<file path="config.mk">
export PLATFORM = sky130hd
export DESIGN_NAME = matrix_stream_arbiter
export DESIGN_NICKNAME = d
export VERILOG_FILES = /design/src/rtl/matrix_stream_arbiter.sv
export SDC_FILE = /design/constraint.sdc
export NUM_CORES = 1
export LEC_CHECK = 0
export CORE_AREA = 3 3 278 280
export DETAILED_ROUTE_END_ITERATION = 10
export DIE_AREA = 0 0 281 283
export GPL_ROUTABILITY_DRIVEN = 0
export PLACE_DENSITY = 0.35
export SYNTH_ARGS = -nofsm -noshare
export SYNTH_HDL_FRONTEND = slang
export SYNTH_SLANG_ARGS = --single-unit
</file>
<file path="constraint.sdc">
create_clock -name clk -period 4.44 [get_ports clk]
set_input_delay 0.888 -clock clk [delete_from_list [all_inputs] [get_ports clk]]
set_output_delay 0.888 -clock clk [all_outputs]
set_load 0.01 [all_outputs]
</file>
<file path="src/rtl/matrix_stream_arbiter.sv">
// Round-robin, burst-locking arbiter sharing one registered matrix valid/ready port among NUM_REQ producers.
// Define MATRIX_ARB_STATS_EN to build the per-requester saturating accepted-matrix counters.
module matrix_stream_arbiter #(
  parameter int unsigned DATA_WIDTH = 8,
  parameter int unsigned DIM0       = 4,
  parameter int unsigned DIM1       = 4,
  parameter int unsigned NUM_REQ    = 4,
  parameter int unsigned BURST_LEN  = 4
) (
  input  logic                         clk,
  input  logic                         rst,
  input  logic [DATA_WIDTH-1:0]        in_data [NUM_REQ*DIM0*DIM1],
  input  logic [NUM_REQ-1:0]           in_valid,
  input  logic [NUM_REQ-1:0]           in_last,
  output logic [NUM_REQ-1:0]           in_ready,
  output logic [DATA_WIDTH-1:0]        out_data [DIM0*DIM1],
  output logic [$clog2(NUM_REQ)-1:0]   out_id,
  output logic                         out_last,
  output logic                         out_valid,
  input  logic                         out_ready,
  output logic [15:0]                  grant_count [NUM_REQ]
);

  localparam int unsigned MSZ = DIM0 * DIM1;
  localparam int unsigned IDW = $clog2(NUM_REQ);
  localparam int unsigned BCW = (BURST_LEN > 1) ? $clog2(BURST_LEN) : 1;

  typedef enum logic {IDLE, BUSY} state_t;

  state_t                state_q, state_d;
  logic [IDW-1:0]        rr_ptr_q, rr_ptr_d;
  logic [IDW-1:0]        grant_id_q, grant_id_d;
  logic [BCW-1:0]        beat_cnt_q, beat_cnt_d;
  logic                  out_valid_q;
  logic                  out_last_q;
  logic [IDW-1:0]        out_id_q;
  logic [DATA_WIDTH-1:0] out_data_q [MSZ];
  logic [DATA_WIDTH-1:0] sel_data [MSZ];

  logic                  pick_vld;
  logic [IDW-1:0]        pick_id;
  logic [IDW-1:0]        cand;
  logic                  slot_free;
  logic                  accept;
  logic                  last_beat;

  // First valid requester scanning from rr_ptr upward, wrapping at NUM_REQ.
  always_comb begin
    pick_vld = 1'b0;
    pick_id  = '0;
    cand     = '0;
    for (int unsigned i = 0; i < NUM_REQ; i++) begin
      cand = IDW'((32'(rr_ptr_q) + i) % NUM_REQ);
      if (!pick_vld && in_valid[cand]) begin
        pick_vld = 1'b1;
        pick_id  = cand;
      end
    end
  end

  always_comb begin
    for (int unsigned j = 0; j < MSZ; j++) sel_data[j] = '0;
    for (int unsigned r = 0; r < NUM_REQ; r++) begin
      if (grant_id_q == IDW'(r)) begin
        for (int unsigned j = 0; j < MSZ; j++) sel_data[j] = in_data[r*MSZ + j];
      end
    end
  end

  assign slot_free = ~out_valid_q | out_ready;
  assign accept    = (state_q == BUSY) & in_valid[grant_id_q] & slot_free;
  assign last_beat = in_last[grant_id_q] | (beat_cnt_q == BCW'(BURST_LEN - 1));

  always_comb begin
    in_ready = '0;
    if (state_q == BUSY) in_ready[grant_id_q] = slot_free;
  end

  always_comb begin
    state_d    = state_q;
    rr_ptr_d   = rr_ptr_q;
    grant_id_d = grant_id_q;
    beat_cnt_d = beat_cnt_q;
    case (state_q)
      IDLE: begin
        if (pick_vld) begin
          grant_id_d = pick_id;
          beat_cnt_d = '0;
          state_d    = BUSY;
        end
      end
      BUSY: begin
        if (accept) begin
          if (last_beat) begin
            state_d  = IDLE;
            rr_ptr_d = (grant_id_q == IDW'(NUM_REQ - 1)) ? '0 : grant_id_q + 1'b1;
          end else begin
            beat_cnt_d = beat_cnt_q + 1'b1;
          end
        end
      end
      default: state_d = IDLE;
    endcase
  end

  always_ff @(posedge clk or negedge rst) begin
    if (!rst) begin
      state_q    <= IDLE;
      rr_ptr_q   <= '0;
      grant_id_q <= '0;
      beat_cnt_q <= '0;
    end else begin
      state_q    <= state_d;
      rr_ptr_q   <= rr_ptr_d;
      grant_id_q <= grant_id_d;
      beat_cnt_q <= beat_cnt_d;
    end
  end

  // Load on accept takes priority over drain so a concurrent drain+refill keeps out_valid high.
  always_ff @(posedge clk or negedge rst) begin
    if (!rst) begin
      out_valid_q <= 1'b0;
      out_last_q  <= 1'b0;
      out_id_q    <= '0;
      out_data_q  <= '{default: '0};
    end else if (accept) begin
      out_valid_q <= 1'b1;
      out_last_q  <= last_beat;
      out_id_q    <= grant_id_q;
      out_data_q  <= sel_data;
    end else if (out_ready) begin
      out_valid_q <= 1'b0;
    end
  end

  assign out_valid = out_valid_q;
  assign out_last  = out_last_q;
  assign out_id    = out_id_q;
  assign out_data  = out_data_q;

`ifdef MATRIX_ARB_STATS_EN
  logic [15:0] cnt_q [NUM_REQ];

  always_ff @(posedge clk or negedge rst) begin
    if (!rst) begin
      cnt_q <= '{default: '0};
    end else begin
      for (int unsigned r = 0; r < NUM_REQ; r++) begin
        if (accept && (grant_id_q == IDW'(r)) && (cnt_q[r] != 16'hFFFF)) cnt_q[r] <= cnt_q[r] + 16'd1;
      end
    end
  end

  assign grant_count = cnt_q;
`else
  assign grant_count = '{default: '0};
`endif

endmodule

</file>
==> results of run 1 <==
-- cells in the final DEF, fill, tap and decap left out, drive strengths merged --
cell type      synthesis  layout
clkdlybuf4s50          0     657
a21oi                260     260
dfrtp                139     139
inv                  135     139
nor2                 130     130
a22oi                129     129
a221o                127     127
conb                   1      64
buf                  103      24
clkbuf                80      19
nand2                  9       9
o21ai                  6       6
clkinvlp               0       5
and3                   5       5
ha                     5       5
mux2i                  4       4
mux2                   4       4
bufinv                 0       3
diode                  0       2
nor2b                  2       2
mux4                   2       2
nand2b                 1       1
nor4                   1       1
or2                    1       1
nand3                  1       1
o221ai                 1       1
a31oi                  1       1
o2bb2ai                1       1
o21a                   1       1
-- final timing paths --
kind	slack [ns]	from	endpoint	depth (start not counted)
max	0.98	grant_id_q[0]$_DFFE_PN0P_	in_ready[2]	4
min	0.45	rst	out_data[84]$_DFFE_PN0P_	1
max reg2reg	1.57	grant_id_q[0]$_DFFE_PN0P_	out_data[55]$_DFFE_PN0P_	7
min reg2reg	0.49	beat_cnt_q[0]$_DFFE_PN0P_	beat_cnt_q[0]$_DFFE_PN0P_	1
max in group asynchronous	3.06	rst	out_data[126]$_DFFE_PN0P_	2
min in group clk	0.49	beat_cnt_q[0]$_DFFE_PN0P_	beat_cnt_q[0]$_DFFE_PN0P_	1
-- registers in the layout, summed over array words and instances, names as in the netlist --
name        flops
out_valid       1
grant_id_q      2
out_data      128
beat_cnt_q      2
rr_ptr_q        2
state_q         1
out_id          2
out_last        1
-- cell type report --
cell class | instances | area, µm²
sequential | 139 | 3480
inverter | 135 | 507
timing repair buffer | 681 | 6890
antenna | 2 | 5.00
clock inverter | 12 | 163
clock buffer | 19 | 453
fill | 8181 | 57300
multi-input combinational | 755 | 4700
tap | 969 | 1210
-- worst max-delay path, delay by kind of cell (launching register included) --
family / cells / cell delay (ns)
adder cells (fa/ha/maj): 1 / 0.56
AND/OR/NAND/NOR: 1 / 0.26
flip-flops: 1 / 0.53
buffers and inverters: 2 / 0.75
-- where the power goes --
group | total, mW | internal [mW] | switching (mW)
Combinational | 7.27 | 3.40 | 3.87
Clock | 1.55 | 0.916 | 0.637
Sequential | 2.37 | 1.96 | 0.402
-- logic make-up after synthesis --
kind of cell               count (synthesis)
and+or+nand+nor                          150
buffers and inverters                    318
other                                      1
adders and majority gates                  5
muxes                                     10
AOI/OAI and AO/OA                        526
DFF                                      139
-- layer usage --
layer / vias to the layer above / GRT usage [%]
li1: 5213 / -
met1: 4994 / 13.1
met2: 467 / 22.4
met3: 52 / 4.69
met4: 2 / 3.61
met5: - / 0
-- per-stage QoR --
step	setup slack (ns)	power, mW	std cells
after global placement	1.25	9.85	2679
final	0.982	11.2	2712
after global routing	0.798	12.2	2711
after detailed placement	1.20	9.86	2679
after CTS	0.827	11.5	2710
after floorplan	1.89	6.55	1212
==> summary.txt, run 1 <==
Outcome: completed
Share of cells above drive strength 1: 3.85%
Avg Inst Size Synth: 8.29 µm²
Post-DP HPWL: 39.4 mm
Adder-Cell Fraction of Synth Area: 0.657%
Ratio of final minimum period to clock period: 77.9%
Area share of xor/xnor cells in the synthesized design: 0%
Max Cap Viol: 0
Root buffer cell: clkbuf_16
Arr. time, crit path: 2.57 ns
Number of global-route vias before repair: 11200
Largest net degree at the start of global routing: 149
Synth warn: 0
DRC Markers: 0
Fin Hold WS: 0.448 ns
Setup Buffers After CTS: 0
CP max stage cell: ha_4
Main combinational cell family by area after synthesis: compound AO/OA/AOI/OAI gates
Mux contribution to synthesized area: 1.52%
Drt initial violations: 423
RSZ-0062 raised after global routing: false
Worst hold path type: in -> async
Slew HR: 44.4%
Most frequent cell after synthesis: a21oi_1
Peak VDD IR: 270 µV
Die width: 281 µm
CTS hold repair buffers: 0
Crit start category: flop
Max clock buf depth: 2
Synth area leaders: dfrtp_1 37%, a21oi_1 14%, a221o_1 13%
DIE HEIGHT: 283 µm
Final setup viols: 0
Pleak: 7.06 nW
Fraction of the mapped netlist area in simple logic gates: 6.32%
Final hold vios: 0
Synth area leader: dfrtp_1
Final Instance Area: 17400 µm²
Flops & latches, synth: 139
Delay of the slowest critical-path stage: 0.56 ns
Minimum clock period: 3.46 ns
Worst path cell trace: inv_1 > ha_4 > and3_1 > clkdlybuf4s50_1
Critical Path End Type: output pin
Ys async rst share: 100%
Mapped Area: 9520 µm²
H-tree Lvls: 4
Max-slew violations: 0
Remaining Overflow, GRT: 0
CP Class: reg -> out
Wire length on met2: 26.2 mm
Fmax: 0.289 GHz
Initial antenna violation count: 3
Die ar.: 79500 µm²
Layout Skew: 0.00864 ns
CTS resizes: 0
Port bufs: 658
Post-synthesis compound-gate area fraction: 37.8%
Synth top cells by count: 260 x a21oi_1, 139 x dfrtp_1, 135 x inv_1
CTS sink cnt: 139
Avg WL per Cell: 18.8 µm
Sequential area share after synthesis: 36.5%
Routed length on met3: 4.37 mm
Setup TNS: 0 ns
DRT antenna net count: 0
Routed wire length: 50.9 mm
Vias: 10700
Wl on met1: 19.2 mm
Uppermost routed layer: met5
TritonCTS clock tree: done
Clk Latency, worst-skew pair: 0.46 ns
I/O pin count: 723
Routed vias/inst: 3.96
Slew @ Worst Pin: 0.835 ns
Syn-to-layout area delta: 82.7%
EDFF count, synth: 0
Core area: 74700 µm²
Num CTS Buffers: 17
Gr usage total: 12.3%
Clock slew at reported path FFs: 0.07 ns
Std cell rows: 100
Final Util: 23.3%
Drt pass-1 iters: 4
Synth Flop Type: dfrtp_1
Total Nets Final: 2257
CP Data Required Time: 3.55 ns
Placement Cell Area: 16800 µm²
Initial Util: 12.8%
Post-synth top area share: 36.5%
Max FO, Critical Path: 45
Cells after Synth: 1149
Global-route wire length before repair: 73.1 mm
Synth unique cells: 32
PwrDens: 643 nW/µm²
Note: power is estimated with default switching activity, not from simulation.
==> run 2: changes to the inputs <==
- CORE_AREA: 3 3 278 280 -> 3 3 277 279
- DIE_AREA: 0 0 281 283 -> 0 0 280 282
- PLACE_DENSITY: 0.35 -> 0.36
- clock period: 4.44 -> 3.3 ns (I/O delays scaled with it)
==> run 2 against run 1 <==
Net effect:
- combinational power is 36% higher
- register-to-register slack worse by 0.85 ns
- clock-buffer cell count decreased by 1
==> summary.txt, run 2 (synthesized netlist as in run 1, its figures left out) <==
Highest-count cells in the layout ignoring fill and taps: 657 x clkdlybuf4s50_1, 260 x a21oi_1, 139 x dfrtp_1
Max Cap Viol: 0 (unchanged)
Die ar.: 79000 µm² (-0.71%)
I/O pin count: 723 (unchanged)
Fmax: 0.323 GHz
Remaining Overflow, GRT: 0 (unchanged)
Number of global-route vias before repair: 11200 (+0.045%)
Syn-to-layout area delta: 84.0%
H-tree Lvls: 4 (unchanged)
Setup Buffers After CTS: 0 (unchanged)
Fill cells: 8148 (-0.40%)
Worst path cell trace: inv_1 > ha_4 > and3_1 > clkdlybuf4s50_1
CTS hold repair buffers: 0 (unchanged)
Clk Latency, worst-skew pair: 0.47 ns (about the same)
Final Util: 23.5% (+0.24 points)
Crit start category: flop
Minimum clock period: 3.10 ns
Max-slew violations: 0 (unchanged)
Clock slew at reported path FFs: 0.07 ns (about the same)
Die width: 280 µm (-0.36%)
Fin Hold WS: 0.195 ns (-0.252 ns)
Vias: 10900 (+1.4%)
RSZ-0062 raised after global routing: false
Drt initial violations: 488 (+15%)
Outcome: completed
CP Data Required Time: 2.64 ns (-0.91 ns)
Gr usage total: 12.2% (-0.078 points)
Largest register FFs: 128 (unchanged)
Initial Util: 12.8% (+0.043 points)
Total Nets Final: 2275 (+0.80%)
Pleak: 7.16 nW (+1.5%)
Initial antenna violation count: 5 (+2)
Routed wire length: 50.8 mm (-0.22%)
Setup TNS: 0 ns (unchanged)
CTS resizes: 0 (unchanged)
Slew @ Worst Pin: 0.897 ns (+0.0619 ns)
Arr. time, crit path: 2.44 ns (-0.13 ns)
DRT antenna net count: 0 (unchanged)
Design Power: 15.1 mW (+35%)
Std cell rows: 100 (unchanged)
Most common cell after layout, fill and taps aside: clkdlybuf4s50_1
Root buffer cell: clkbuf_16
Global-route wire length before repair: 71.9 mm (-1.6%)
Final setup viols: 0 (unchanged)
Max clock buf depth: 2 (unchanged)
Worst hold path type: in -> async
Ratio of final minimum period to clock period: 93.9%
DRC Markers: 0 (unchanged)
Delay of the slowest critical-path stage: 0.54 ns (-0.02 ns)
Slew HR: 40.2% (-4.1 points)
Post-DP HPWL: 40.7 mm (+3.4%)
Share of cells above drive strength 1: 4.78% (+0.93 points)
Largest net degree at the start of global routing: 114 (-23%)
TritonCTS clock tree: done
Routed vias/inst: 3.99 (+0.75%)
Final hold vios: 0 (unchanged)
Port bufs: 658 (unchanged)
Layout Skew: 0.0108 ns (+0.00221 ns)
CP Class: reg -> out
Max FO, Critical Path: 26 (-42%)
PwrDens: 860 nW/µm² (+34%)
DIE HEIGHT: 282 µm (-0.35%)
CP max stage cell: dfrtp_1
Core area: 74400 µm² (-0.33%)
Drt pass-1 iters: 5 (+1)
Avg WL per Cell: 18.6 µm (-0.84%)
Critical Path End Type: output pin
CTS sink cnt: 139 (unchanged)
Num CTS Buffers: 17 (unchanged)
Peak VDD IR: 371 µV (+38%)
-- run 2: area by class of cell --
cell class	instances	area (µm²)	area share (%)
Inverter	135	507	2.89
Timing Repair Buffer	699	7030	40.1
Clock inverter	12	149	0.850
Multi-Input combinational cell	755	4700	26.8
Clock buffer	18	439	2.51
Antenna cell	2	5.00	0.0286
Tap cell	969	1210	6.92
Sequential cell	139	3480	19.9
-- run 2: worst paths after layout --
path	to	slack, ns	start	depth (start not counted)
worst max-delay path	in_ready[2]	0.20	grant_id_q[0]$_DFFE_PN0P_	4
worst min-delay path	out_data[22]$_DFFE_PN0P_	0.20	rst	1
worst max register to register	out_data[105]$_DFFE_PN0P_	0.72	grant_id_q[0]$_DFFE_PN0P_	8
worst min register to register	beat_cnt_q[0]$_DFFE_PN0P_	0.49	beat_cnt_q[0]$_DFFE_PN0P_	1
max in group asynchronous	out_data[50]$_DFFE_PN0P_	2.41	rst	2
min in group clk	beat_cnt_q[0]$_DFFE_PN0P_	0.49	beat_cnt_q[0]$_DFFE_PN0P_	1
-- run 2: worst max-delay path: cells and delay by family, from the launching register on --
| kind | cells | cell delay [ns] |
|---|---|---|
| buf+inv | 2 | 0.75 |
| simple gates | 1 | 0.23 |
| fa+ha+maj | 1 | 0.46 |
| flops | 1 | 0.54 |
-- run 2: through the flow --
stage | setup slack, ns | std cells | area (µm²)
detailed placement | 0.537 | 2697 | 16900
CTS | 0.0987 | 2727 | 17500
global placement | 0.582 | 2697 | 16900
global route | 0.0435 | 2727 | 17500
floorplan | 0.979 | 1212 | 9760
finish | 0.202 | 2729 | 17500
-- run 2: report_power, final --
group	total, mW	leakage, nW	switching (mW)	internal [mW]
combinational	9.89	5.28	5.21	4.68
clock	1.99	0.292	0.799	1.19
sequential	3.19	1.59	0.545	2.64
total	15.1	7.16	6.55	8.52
-- run 2: layer usage --
layer	wire length, µm	global-route usage [%]	up-vias
li1	-	-	5248
met1	19300	13.1	5147
met2	26600	22.5	441
met3	3910	4.37	36
met4	856	3.60	4
met5	26	0	-
